<file path="src/rtl/ucie_pkg.sv">
// Shared definitions for the UCIe configuration CSR block: register offsets,
// reset values, EVENT bit positions and the request FSM state type.
package ucie_pkg;

  localparam logic [7:0] ADDR_CTRL      = 8'h00;
  localparam logic [7:0] ADDR_LINK_CFG  = 8'h04;
  localparam logic [7:0] ADDR_FC_CFG    = 8'h08;
  localparam logic [7:0] ADDR_STATUS    = 8'h10;
  localparam logic [7:0] ADDR_EVENT     = 8'h14;
  localparam logic [7:0] ADDR_IRQ_EN    = 8'h18;
  localparam logic [7:0] ADDR_SNAP_CTRL = 8'h20;
  localparam logic [7:0] ADDR_SNAP_TX   = 8'h24;
  localparam logic [7:0] ADDR_SNAP_RX   = 8'h28;
  localparam logic [7:0] ADDR_SNAP_ERR  = 8'h2C;
  localparam logic [7:0] ADDR_UPTIME    = 8'h30;

  localparam logic [7:0]  CREDIT_RST     = 8'd8;
  localparam logic [15:0] FC_TIMEOUT_RST = 16'hFFFF;

  localparam int unsigned EV_W         = 3;
  localparam int unsigned EV_LINK_DOWN = 0;
  localparam int unsigned EV_THERMAL   = 1;
  localparam int unsigned EV_ERROR     = 2;

  typedef enum logic {
    IDLE,
    RESP
  } csr_state_e;

  // Replace the bytes of cur selected by wstrb with the matching bytes of wdata.
  function automatic logic [31:0] strobe_merge(input logic [31:0] cur,
                                               input logic [31:0] wdata,
                                               input logic [3:0]  wstrb);
    logic [31:0] res;
    res = cur;
    for (int unsigned i = 0; i < 4; i++) begin
      if (wstrb[i]) res[8*i +: 8] = wdata[8*i +: 8];
    end
    return res;
  endfunction

endpackage

</file>
<file path="src/rtl/ucie_csr_event_detect.sv">
// Link event edge detection with sticky W1C EVENT bits (set wins over clear)
// and a saturating link-uptime counter.
module ucie_csr_event_detect
  import ucie_pkg::*;
(
  input  logic            clk,
  input  logic            rst,
  input  logic            link_up,
  input  logic            thermal,
  input  logic [31:0]     err_count,
  input  logic            clr_valid,
  input  logic [EV_W-1:0] clr_mask,
  output logic [EV_W-1:0] events,
  output logic [31:0]     uptime
);

  logic            primed;
  logic            prev_link_up;
  logic            prev_thermal;
  logic [31:0]     prev_err_count;
  logic [EV_W-1:0] set_bits;
  logic [EV_W-1:0] clr_bits;

  // Prev-sample registers are only trustworthy once primed.
  always_comb begin
    set_bits               = '0;
    set_bits[EV_LINK_DOWN] = primed && prev_link_up && !link_up;
    set_bits[EV_THERMAL]   = primed && !prev_thermal && thermal;
    set_bits[EV_ERROR]     = primed && (prev_err_count != err_count);
    clr_bits               = clr_valid ? clr_mask : '0;
  end

  always_ff @(posedge clk or posedge rst) begin
    if (rst) begin
      primed         <= 1'b0;
      prev_link_up   <= 1'b0;
      prev_thermal   <= 1'b0;
      prev_err_count <= '0;
      events         <= '0;
      uptime         <= '0;
    end else begin
      primed         <= 1'b1;
      prev_link_up   <= link_up;
      prev_thermal   <= thermal;
      prev_err_count <= err_count;
      events         <= (events & ~clr_bits) | set_bits;
      if (!link_up) begin
        uptime <= '0;
      end else if (uptime != '1) begin
        uptime <= uptime + 32'd1;
      end
    end
  end

endmodule

</file>
<file path="src/rtl/ucie_config_csr.sv">
// Memory-mapped configuration/status register block for the UCIe controller,
// with a two-state request/response handshake and a level interrupt.
module ucie_config_csr
  import ucie_pkg::*;
#(
  parameter int unsigned NUM_PROTOCOLS = 4,
  parameter logic [7:0]  SPEED_RST     = 8'd32,
  parameter logic [7:0]  WIDTH_RST     = 8'd16
) (
  input  logic                     clk,
  input  logic                     rst,
  input  logic                     csr_req_valid,
  output logic                     csr_req_ready,
  input  logic                     csr_req_write,
  input  logic [7:0]               csr_req_addr,
  input  logic [31:0]              csr_req_wdata,
  input  logic [3:0]               csr_req_wstrb,
  output logic                     csr_rsp_valid,
  input  logic                     csr_rsp_ready,
  output logic [31:0]              csr_rsp_rdata,
  output logic                     csr_rsp_err,
  output logic [NUM_PROTOCOLS-1:0] cfg_protocol_enable,
  output logic                     cfg_pam4_enable,
  output logic                     cfg_ml_optimization_enable,
  output logic                     cfg_quarter_rate_enable,
  output logic [7:0]               cfg_target_speed,
  output logic [7:0]               cfg_target_width,
  output logic [7:0]               cfg_credit_return_threshold,
  output logic [15:0]              cfg_flow_control_timeout,
  input  logic                     sts_link_up,
  input  logic [3:0]               sts_link_state,
  input  logic [7:0]               sts_current_speed,
  input  logic                     sts_thermal_throttle,
  input  logic [31:0]              sts_packet_count_tx,
  input  logic [31:0]              sts_packet_count_rx,
  input  logic [31:0]              sts_error_count_total,
  output logic                     irq
);

  csr_state_e      state, state_nx;
  logic            accept;
  logic [31:0]     rd_word;
  logic [31:0]     wr_word;
  logic [31:0]     rdata_d;
  logic            addr_ok;
  logic            addr_ro;
  logic            err_d;
  logic            do_wr;
  logic            w1c_valid;
  logic [EV_W-1:0] w1c_mask;
  logic [EV_W-1:0] events;
  logic [EV_W-1:0] irq_en;
  logic [31:0]     uptime;
  logic [31:0]     snap_tx;
  logic [31:0]     snap_rx;
  logic [31:0]     snap_err;

  always_ff @(posedge clk or posedge rst) begin
    if (rst) state <= IDLE;
    else     state <= state_nx;
  end

  always_comb begin
    state_nx      = state;
    csr_req_ready = 1'b0;
    csr_rsp_valid = 1'b0;
    accept        = 1'b0;
    case (state)
      IDLE: begin
        csr_req_ready = !rst;
        accept        = csr_req_valid && csr_req_ready;
        if (accept) state_nx = RESP;
      end
      RESP: begin
        csr_rsp_valid = 1'b1;
        if (csr_rsp_ready) state_nx = IDLE;
      end
      default: state_nx = IDLE;
    endcase
  end

  // Misaligned addresses never match an offset, so they fall into the error path.
  always_comb begin
    rd_word = '0;
    addr_ok = 1'b0;
    addr_ro = 1'b0;
    case (csr_req_addr)
      ADDR_CTRL: begin
        addr_ok                      = 1'b1;
        rd_word[NUM_PROTOCOLS-1:0]   = cfg_protocol_enable;
        rd_word[8]                   = cfg_pam4_enable;
        rd_word[9]                   = cfg_ml_optimization_enable;
        rd_word[10]                  = cfg_quarter_rate_enable;
      end
      ADDR_LINK_CFG: begin
        addr_ok       = 1'b1;
        rd_word[15:0] = {cfg_target_width, cfg_target_speed};
      end
      ADDR_FC_CFG: begin
        addr_ok = 1'b1;
        rd_word = {cfg_flow_control_timeout, 8'h00, cfg_credit_return_threshold};
      end
      ADDR_STATUS: begin
        addr_ok        = 1'b1;
        addr_ro        = 1'b1;
        rd_word[0]     = sts_link_up;
        rd_word[7:4]   = sts_link_state;
        rd_word[15:8]  = sts_current_speed;
        rd_word[16]    = sts_thermal_throttle;
      end
      ADDR_EVENT: begin
        addr_ok            = 1'b1;
        rd_word[EV_W-1:0]  = events;
      end
      ADDR_IRQ_EN: begin
        addr_ok            = 1'b1;
        rd_word[EV_W-1:0]  = irq_en;
      end
      ADDR_SNAP_CTRL: addr_ok = 1'b1;
      ADDR_SNAP_TX: begin
        addr_ok = 1'b1;
        addr_ro = 1'b1;
        rd_word = snap_tx;
      end
      ADDR_SNAP_RX: begin
        addr_ok = 1'b1;
        addr_ro = 1'b1;
        rd_word = snap_rx;
      end
      ADDR_SNAP_ERR: begin
        addr_ok = 1'b1;
        addr_ro = 1'b1;
        rd_word = snap_err;
      end
      ADDR_UPTIME: begin
        addr_ok = 1'b1;
        addr_ro = 1'b1;
        rd_word = uptime;
      end
      default: ;
    endcase
  end

  assign err_d     = !addr_ok || (csr_req_write && addr_ro);
  assign rdata_d   = (csr_req_write || err_d) ? '0 : rd_word;
  assign wr_word   = strobe_merge(rd_word, csr_req_wdata, csr_req_wstrb);
  assign do_wr     = accept && csr_req_write && !err_d;
  assign w1c_valid = do_wr && (csr_req_addr == ADDR_EVENT);
  assign w1c_mask  = csr_req_wdata[EV_W-1:0] & {EV_W{csr_req_wstrb[0]}};

  always_ff @(posedge clk or posedge rst) begin
    if (rst) begin
      csr_rsp_rdata               <= '0;
      csr_rsp_err                 <= 1'b0;
      cfg_protocol_enable         <= '1;
      cfg_pam4_enable             <= 1'b0;
      cfg_ml_optimization_enable  <= 1'b0;
      cfg_quarter_rate_enable     <= 1'b0;
      cfg_target_speed            <= SPEED_RST;
      cfg_target_width            <= WIDTH_RST;
      cfg_credit_return_threshold <= CREDIT_RST;
      cfg_flow_control_timeout    <= FC_TIMEOUT_RST;
      irq_en                      <= '0;
      snap_tx                     <= '0;
      snap_rx                     <= '0;
      snap_err                    <= '0;
    end else begin
      if (accept) begin
        csr_rsp_rdata <= rdata_d;
        csr_rsp_err   <= err_d;
      end
      if (do_wr) begin
        case (csr_req_addr)
          ADDR_CTRL: begin
            cfg_protocol_enable        <= wr_word[NUM_PROTOCOLS-1:0];
            cfg_pam4_enable            <= wr_word[8];
            cfg_ml_optimization_enable <= wr_word[9];
            cfg_quarter_rate_enable    <= wr_word[10];
          end
          ADDR_LINK_CFG: begin
            cfg_target_speed <= wr_word[7:0];
            cfg_target_width <= wr_word[15:8];
          end
          ADDR_FC_CFG: begin
            cfg_credit_return_threshold <= wr_word[7:0];
            cfg_flow_control_timeout    <= wr_word[31:16];
          end
          ADDR_IRQ_EN: irq_en <= wr_word[EV_W-1:0];
          ADDR_SNAP_CTRL: begin
            if (csr_req_wstrb[0] && csr_req_wdata[0]) begin
              snap_tx  <= sts_packet_count_tx;
              snap_rx  <= sts_packet_count_rx;
              snap_err <= sts_error_count_total;
            end
          end
          default: ;
        endcase
      end
    end
  end

  ucie_csr_event_detect u_event_detect (
    .clk       (clk),
    .rst       (rst),
    .link_up   (sts_link_up),
    .thermal   (sts_thermal_throttle),
    .err_count (sts_error_count_total),
    .clr_valid (w1c_valid),
    .clr_mask  (w1c_mask),
    .events    (events),
    .uptime    (uptime)
  );

  assign irq = |(events & irq_en);

endmodule

</file>
<file path="config.mk">
export PLATFORM = sky130hd
export DESIGN_NAME = ucie_config_csr
export DESIGN_NICKNAME = d
export VERILOG_FILES = /design/src/rtl/ucie_pkg.sv /design/src/rtl/ucie_csr_event_detect.sv /design/src/rtl/ucie_config_csr.sv
export SDC_FILE = /design/constraint.sdc
export NUM_CORES = 1
export LEC_CHECK = 0
export ABC_AREA = 1
export CAP_MARGIN = 20
export CELL_PAD_IN_SITES_DETAIL_PLACEMENT = 1
export CELL_PAD_IN_SITES_GLOBAL_PLACEMENT = 2
export CORE_ASPECT_RATIO = 1.4
export CORE_MARGIN = 4
export CORE_UTILIZATION = 27
export DETAILED_ROUTE_END_ITERATION = 6
export PLACE_DENSITY = 0.73
export SLEW_MARGIN = 20
export SYNTH_ARGS = -nofsm -noshare
export SYNTH_HDL_FRONTEND = slang
export SYNTH_SLANG_ARGS = --single-unit
</file>
<file path="constraint.sdc">
create_clock -name clk -period 7.2 [get_ports clk]
set_clock_uncertainty 0.1 [all_clocks]
set_input_delay 0.72 -clock clk [delete_from_list [all_inputs] [get_ports clk]]
set_output_delay 0.72 -clock clk [all_outputs]
set_load 0.03 [all_outputs]
</file>
==> results of run 1 <==
==> cell type report <==
class                   instances  area (um2)  area share [%]
well taps                     611         764            4.70
flip-flops and latches        250        6280            38.6
inverters                      98         372            2.28
clock buffers                  42         835            5.13
clock inverters                10         125           0.769
multi-input cells            1234        5360            33.0
repair buffers                254        2520            15.5
==> worst paths after layout <==
check	start	end	slack, ps	cells past startpoint
min in group asynchronous	rst	csr_rsp_rdata[10]$_DFFE_PP0P_	630	3
max in group asynchronous	rst	u_event_detect.prev_err_count[17]$_DFF_PP0_	4910	4
max reg2reg	state$_DFF_PP0_	snap_err[29]$_DFFE_PP0P_	4180	9
max	csr_req_addr[3]	snap_err[29]$_DFFE_PP0P_	3510	13
min	snap_err[6]$_DFFE_PP0P_	snap_err[6]$_DFFE_PP0P_	370	2
min reg2reg	snap_err[6]$_DFFE_PP0P_	snap_err[6]$_DFFE_PP0P_	370	2
==> metrics by stage <==
step                cell area [um2]  utilization [%]
finish                        16300             36.0
floorplan                     12300                -
detailed placement            15300             33.9
global route                  16300             36.0
CTS                           16300             36.0
global placement              15300             33.9
==> power breakdown <==
group | internal, mW | total (mW) | switching [mW]
registers | 1.42 | 1.43 | 0.00711
logic | 0.102 | 0.212 | 0.109
clock network | 0.905 | 1.52 | 0.611
total | 2.43 | 3.15 | 0.728
==> critical path, delay by kind of cell <==
| family | cells | cell delay, ps |
|---|---|---|
| AO/OA/AOI/OAI | 1 | 350 |
| AND/OR/NAND/NOR | 9 | 1710 |
| buffers and inverters | 3 | 1110 |
==> layer usage <==
layer	share of wire [%]	wire, um	vias up
li1	-	-	5612
met1	44	21700	5749
met2	50	24600	251
met3	4.4	2170	45
met4	1.5	743	0
met5	0	0	-
==> flip-flops by register name, summed over array words and instances, names as in the netlist <==
| register | flops |
|---|---|
| cfg_credit_return_threshold | 8 |
| cfg_flow_control_timeout | 16 |
| cfg_ml_optimization_enable | 1 |
| cfg_pam4_enable | 1 |
| cfg_protocol_enable | 4 |
| cfg_quarter_rate_enable | 1 |
| cfg_target_speed | 8 |
| cfg_target_width | 8 |
| csr_rsp_err | 1 |
| csr_rsp_rdata | 32 |
| irq_en | 3 |
| snap_err | 32 |
| snap_rx | 32 |
| snap_tx | 32 |
| state | 1 |
| u_event_detect.events | 3 |
| u_event_detect.prev_err_count | 32 |
| u_event_detect.prev_link_up | 1 |
| u_event_detect.prev_thermal | 1 |
| u_event_detect.primed | 1 |
| u_event_detect.uptime | 32 |
==> cells by family after synthesis <==
| kind of cell | Yosys count | share of synthesized area (%) |
|---|---|---|
| AND/OR/NAND/NOR | 1097 | 36.3 |
| flip-flops | 250 | 51.0 |
| buffers and inverters | 161 | 5.80 |
| AO/OA/AOI/OAI | 103 | 4.46 |
| XOR/XNOR | 31 | 2.20 |
| adder cells (fa/ha/maj) | 1 | 0.102 |
| other | 1 | 0.0304 |
| multiplexers | 1 | 0.0914 |
==> Yosys cell counts (all sizes together) <==
master	number
nand2	800
dfrtp	227
nand3	137
inv	97
nor2	97
o21ai	67
buf	37
clkbuf	26
nor3	25
dfstp	23
a21oi	19
xor2	19
nand4	17
xnor2	12
a31oi	8
or2	8
nand3b	7
nor4	5
o211ai	4
o31ai	2
a41oi	1
clkinv	1
conb	1
ha	1
mux2	1
nor3b	1
o21a	1
o21bai	1
==> run_results.csv, run 1 <==
group,metric,value,unit
die,fp.dieArea,49200,um2
clock_tree,cts.sinks,250,
logic_synthesis,yosysTopAreaCellShare,46.1,%
logic_synthesis,ys_seq_area_share,51.0,%
clock_tree,cts_resized,0,
routing,drt-initial-drc-count,591,
sta,finalSetupViolCount,0,
die,initial_utilization,27.3,%
cells_and_area,antenna_cells,0,
die,fp.coreArea,45100,um2
cells_and_area,final.fill_count,5508,
sta,maxSlewViolCount,0,
setup_path,end_kind,"flop",
placement,placed_cells,2447,
clock_tree,cts_max_level,1,
logic_synthesis,synth-seq-cells,250,
setup_path,cp_max_fo,104,
placement,hpwl,36500,um
clock_tree,cts_root_buf,"clkbuf_16",
clock_tree,path_clk_slew,60,ps
setup_path,crit_slowest_cell,"buf_4",
die,die_w,189,um
clock_tree,clock_latency,560,ps
sta,min_period_over_period,51.2,%
cells_and_area,area_growth,32.0,%
cells_and_area,layout-drive-gt1-share,6.25,%
setup_path,cp-start-kind,"input pin",
logic_synthesis,ys_warn_count,0,
die,die_h,261,um
routing,drt-total-wl,49300,um
sta,min_period,3690,ps
cells_and_area,nets,2026,
cells_and_area,layout_commonest_cell,"nand2_1",
setup_path,required,7550,ps
grt,antenna_found_initial,0,
grt,top_usage_layer,"met2",
grt,grt_pass1_wl,75600,um
run_status,status,"complete, no violations",
clock_tree,post-cts-setup-buffers,0,
cells_and_area,final_cells,2499,
routing,ant_nets,0,
sta,holdWs,371,ps
power_and_ir_drop,design_power_total,3.15,mW
placement,port_buffers,241,
logic_synthesis,syn_inst,1645,
setup_path,path_class,"input pin to flop",
sta,setup_ws,3510,ps
grt,grt-ovfl-total,0,
min_path,hold_class,"flop to flop",
run,drv_cap,0,
grt,grt_usage,19.7,%
sta,finalSetupTns,0,ps
die,io_pins,242,
routing,firstDrtPassIters,4,
logic_synthesis,synthTopCellsByArea,"dfrtp_1 (46%), nand2_1 (24%), nand3_1 (5.5%)",
logic_synthesis,synth.net_count,1805,
power_and_ir_drop,power_density,194,nW/um2
logic_synthesis,ys_types,36,
sta,tightest_slew,1040,ps
sta,rsz0062_at_grt,"no",
logic_synthesis,synth.avg_cell_area,7.49,um2
placement,place_ws,2620,ps
clock_tree,cts.path.max_buffers,3,
die,num_rows,92,
clock_tree,cts_hold_buf,0,
power_and_ir_drop,vdd_drop_max,0.173,mV
grt,grt_use_met1,25.8,%
routing,routedWlPerCell,19.7,um
routing,vias_per_cell,4.66,
routing,routed-via-count,11657,
clock_tree,cts_tree,"yes",
sta,finalHoldViolations,0,
grt,use_met2,34.8,%
sta,maxSlewHeadroom,30.5,%
grt,grt_pass1_vias,12386,
setup_path,crit_chain,"clkdlybuf4s50_1 > nor2_1 > nand2_2 > inv_2 > nand2_2 > nand2_1 > nor2_1 > nand3_1 > nand2_1 > nor2_4 > buf_4 > nand2_8 > o21ai_0",
cells_and_area,layout_common_cells,"nand2_1 (795), clkdlybuf4s50_1 (241), dfrtp_1 (227), nand3_1 (136), inv_1 (87)",
placement,routabilityCongestion,0.880,
setup_path,cp_slowest_stage_delay,510,ps
routing,drc_errors,0,
setup_path,cp.arrival,4040,ps
grt,grt_max_degree,135,
power_and_ir_drop,p_leak,7.84,nW
grt,grt_use_met3,2.85,%
logic_synthesis,synth_top_cell_by_area,"dfrtp_1",
sta,fmax,0.271,GHz
logic_synthesis,syn_area,12300,um2
clock_tree,cts_buffers,28,
Note: power is estimated with default switching activity, not from simulation.
==> inputs of run 2 (changes only) <==
==> constraint.sdc (replaced) <==
create_clock -name clk -period 3.2 [get_ports clk]
set_clock_uncertainty 0.1 [all_clocks]
set_input_delay 0.32 -clock clk [delete_from_list [all_inputs] [get_ports clk]]
set_output_delay 0.32 -clock clk [all_outputs]
set_load 0.03 [all_outputs]
==> run 2 against run 1 <==
Against the previous run:
- via count rose by 0.80%
- flip-flop and latch count did not move
- register-to-register slack got worse by 3500 ps
- critical path depth fell by 9
- die area did not move
- wire length rose by 0.85%
- critical path type is now input pin to output port
- critical endpoint is now csr_req_ready
- highest routed layer unchanged
==> run_results.csv, run 2 (synthesis gave the netlist of run 1 again) <==
group,metric,value,unit
run_status,status,"complete, no violations",
run,drv_cap,0,
clock_tree,cts.path.max_buffers,3,
clock_tree,cts.sinks,250,
setup_path,cp-start-kind,"input pin",
setup_path,path_class,"input pin to output port",
sta,fmax,0.357,GHz
setup_path,cp.arrival,2380,ps
placement,hpwl,37600,um
clock_tree,cts_root_buf,"clkbuf_16",
power_and_ir_drop,p_leak,8.05,nW
placement,port_buffers,241,
placement,routabilityCongestion,0.891,
clock_tree,cts_tree,"yes",
routing,routed-via-count,11750,
routing,vias_per_cell,4.66,
cells_and_area,final_cells,2524,
sta,min_period,2800,ps
grt,grt_usage,19.8,%
setup_path,cp_max_fo,3,
sta,rsz0062_at_grt,"no",
cells_and_area,fin_util,36.9,%
clock_tree,cts_hold_buf,1,
cells_and_area,final.fill_count,5527,
clock_tree,post-cts-setup-buffers,0,
placement,place_ws,234,ps
die,num_rows,92,
sta,maxSlewHeadroom,48.7,%
cells_and_area,area_growth,35.1,%
sta,setup_ws,401,ps
grt,grt-ovfl-total,0,
die,initial_utilization,27.3,%
cells_and_area,layout_common_cells,"nand2_1 (795), clkdlybuf4s50_1 (241), dfrtp_1 (227), nand3_1 (136), inv_1 (87)",
die,die_w,189,um
routing,drc_errors,0,
cells_and_area,nets,2048,
setup_path,required,2780,ps
routing,drt-initial-drc-count,595,
power_and_ir_drop,power_density,450,nW/um2
clock_tree,cts_buffers,30,
sta,maxSlewViolCount,0,
min_path,hold_class,"input pin to flop",
grt,antenna_found_initial,1,
sta,min_period_over_period,87.5,%
sta,finalSetupViolCount,0,
sta,tightest_slew,761,ps
power_and_ir_drop,vdd_drop_max,0.404,mV
clock_tree,cts_max_level,1,
routing,ant_nets,0,
cells_and_area,multi_input_area,5340,um2
sta,finalHoldViolations,0,
routing,firstDrtPassIters,4,
grt,grt_pass1_vias,12586,
routing,drt-total-wl,49700,um
die,io_pins,242,
cells_and_area,seqCellArea,6280,um2
placement,placed_cells,2466,
placement,placed_cell_area,15500,um2
routing,routedWlPerCell,19.7,um
sta,holdWs,116,ps
cells_and_area,postLayoutCellArea,16600,um2
grt,grt_max_degree,102,
cells_and_area,layout_commonest_cell,"nand2_1",
setup_path,end_kind,"output port",
clock_tree,path_clk_slew,50,ps
die,die_h,261,um
clock_tree,clock_latency,580,ps
die,fp.coreArea,45100,um2
clock_tree,cts_resized,0,
cells_and_area,layout-drive-gt1-share,7.58,%
die,fp.dieArea,49200,um2
grt,grt_pass1_wl,76000,um
## run 2: routing by layer
metal | track usage (%) | part of all wire [%]
met5 | 0 | 0
met4 | 5.71 | 2.6
met3 | 2.27 | 3.7
met2 | 35.2 | 50
met1 | 25.5 | 44
## run 2: critical path: stages
cell	delay (ps)
dlygate4sd3_1	540
clkdlybuf4s50_1	510
nor2_1	280
clkdlybuf4s50_1	730
## run 2: layout make-up
cell class	instances	share of cell area (%)
clock inverters	14	1.23
inverters	98	2.23
clock buffers	42	5.39
multi-input cells	1234	32.1
well taps	611	4.59
flip-flops and latches	250	37.8
repair buffers	274	16.7
diodes	1	0.0150
## run 2: power breakdown
| part | switching [mW] | internal (mW) | leakage, nW | total, mW |
|---|---|---|---|---|
| Combinational | 0.249 | 0.236 | 4.20 | 0.484 |
| Sequential | 0.0164 | 3.19 | 3.30 | 3.21 |
| Clock | 1.45 | 2.35 | 0.546 | 3.80 |
| Total | 1.72 | 5.78 | 8.05 | 7.49 |
## run 2: per-stage QoR
step | TNS, ps | power, mW
6_report | 0 | 7.49
5_1_grt | 0 | 7.79
4_1_cts | 0 | 7.62
3_5_place_dp | 0 | 3.76
3_3_place_gp | 0 | 3.75
2_1_floorplan | -110990 | 3.43
## run 2: worst paths after layout
| path | start | end | slack (ps) | cells past startpoint |
|---|---|---|---|---|
| worst max register to register | u_event_detect.uptime[1]$_DFFE_PP0P_ | u_event_detect.uptime[18]$_DFFE_PP0P_ | 640 | 10 |
| worst min register to register | snap_tx[14]$_DFFE_PP0P_ | snap_tx[14]$_DFFE_PP0P_ | 370 | 2 |
| worst max-delay path | rst | csr_req_ready | 400 | 4 |
| min in group asynchronous | rst | cfg_target_speed[4]$_DFFE_PP0P_ | 570 | 3 |
| worst min-delay path | sts_error_count_total[15] | u_event_detect.prev_err_count[15]$_DFF_PP0_ | 120 | 1 |
| max in group asynchronous | rst | csr_rsp_rdata[27]$_DFFE_PP0P_ | 1520 | 4 |
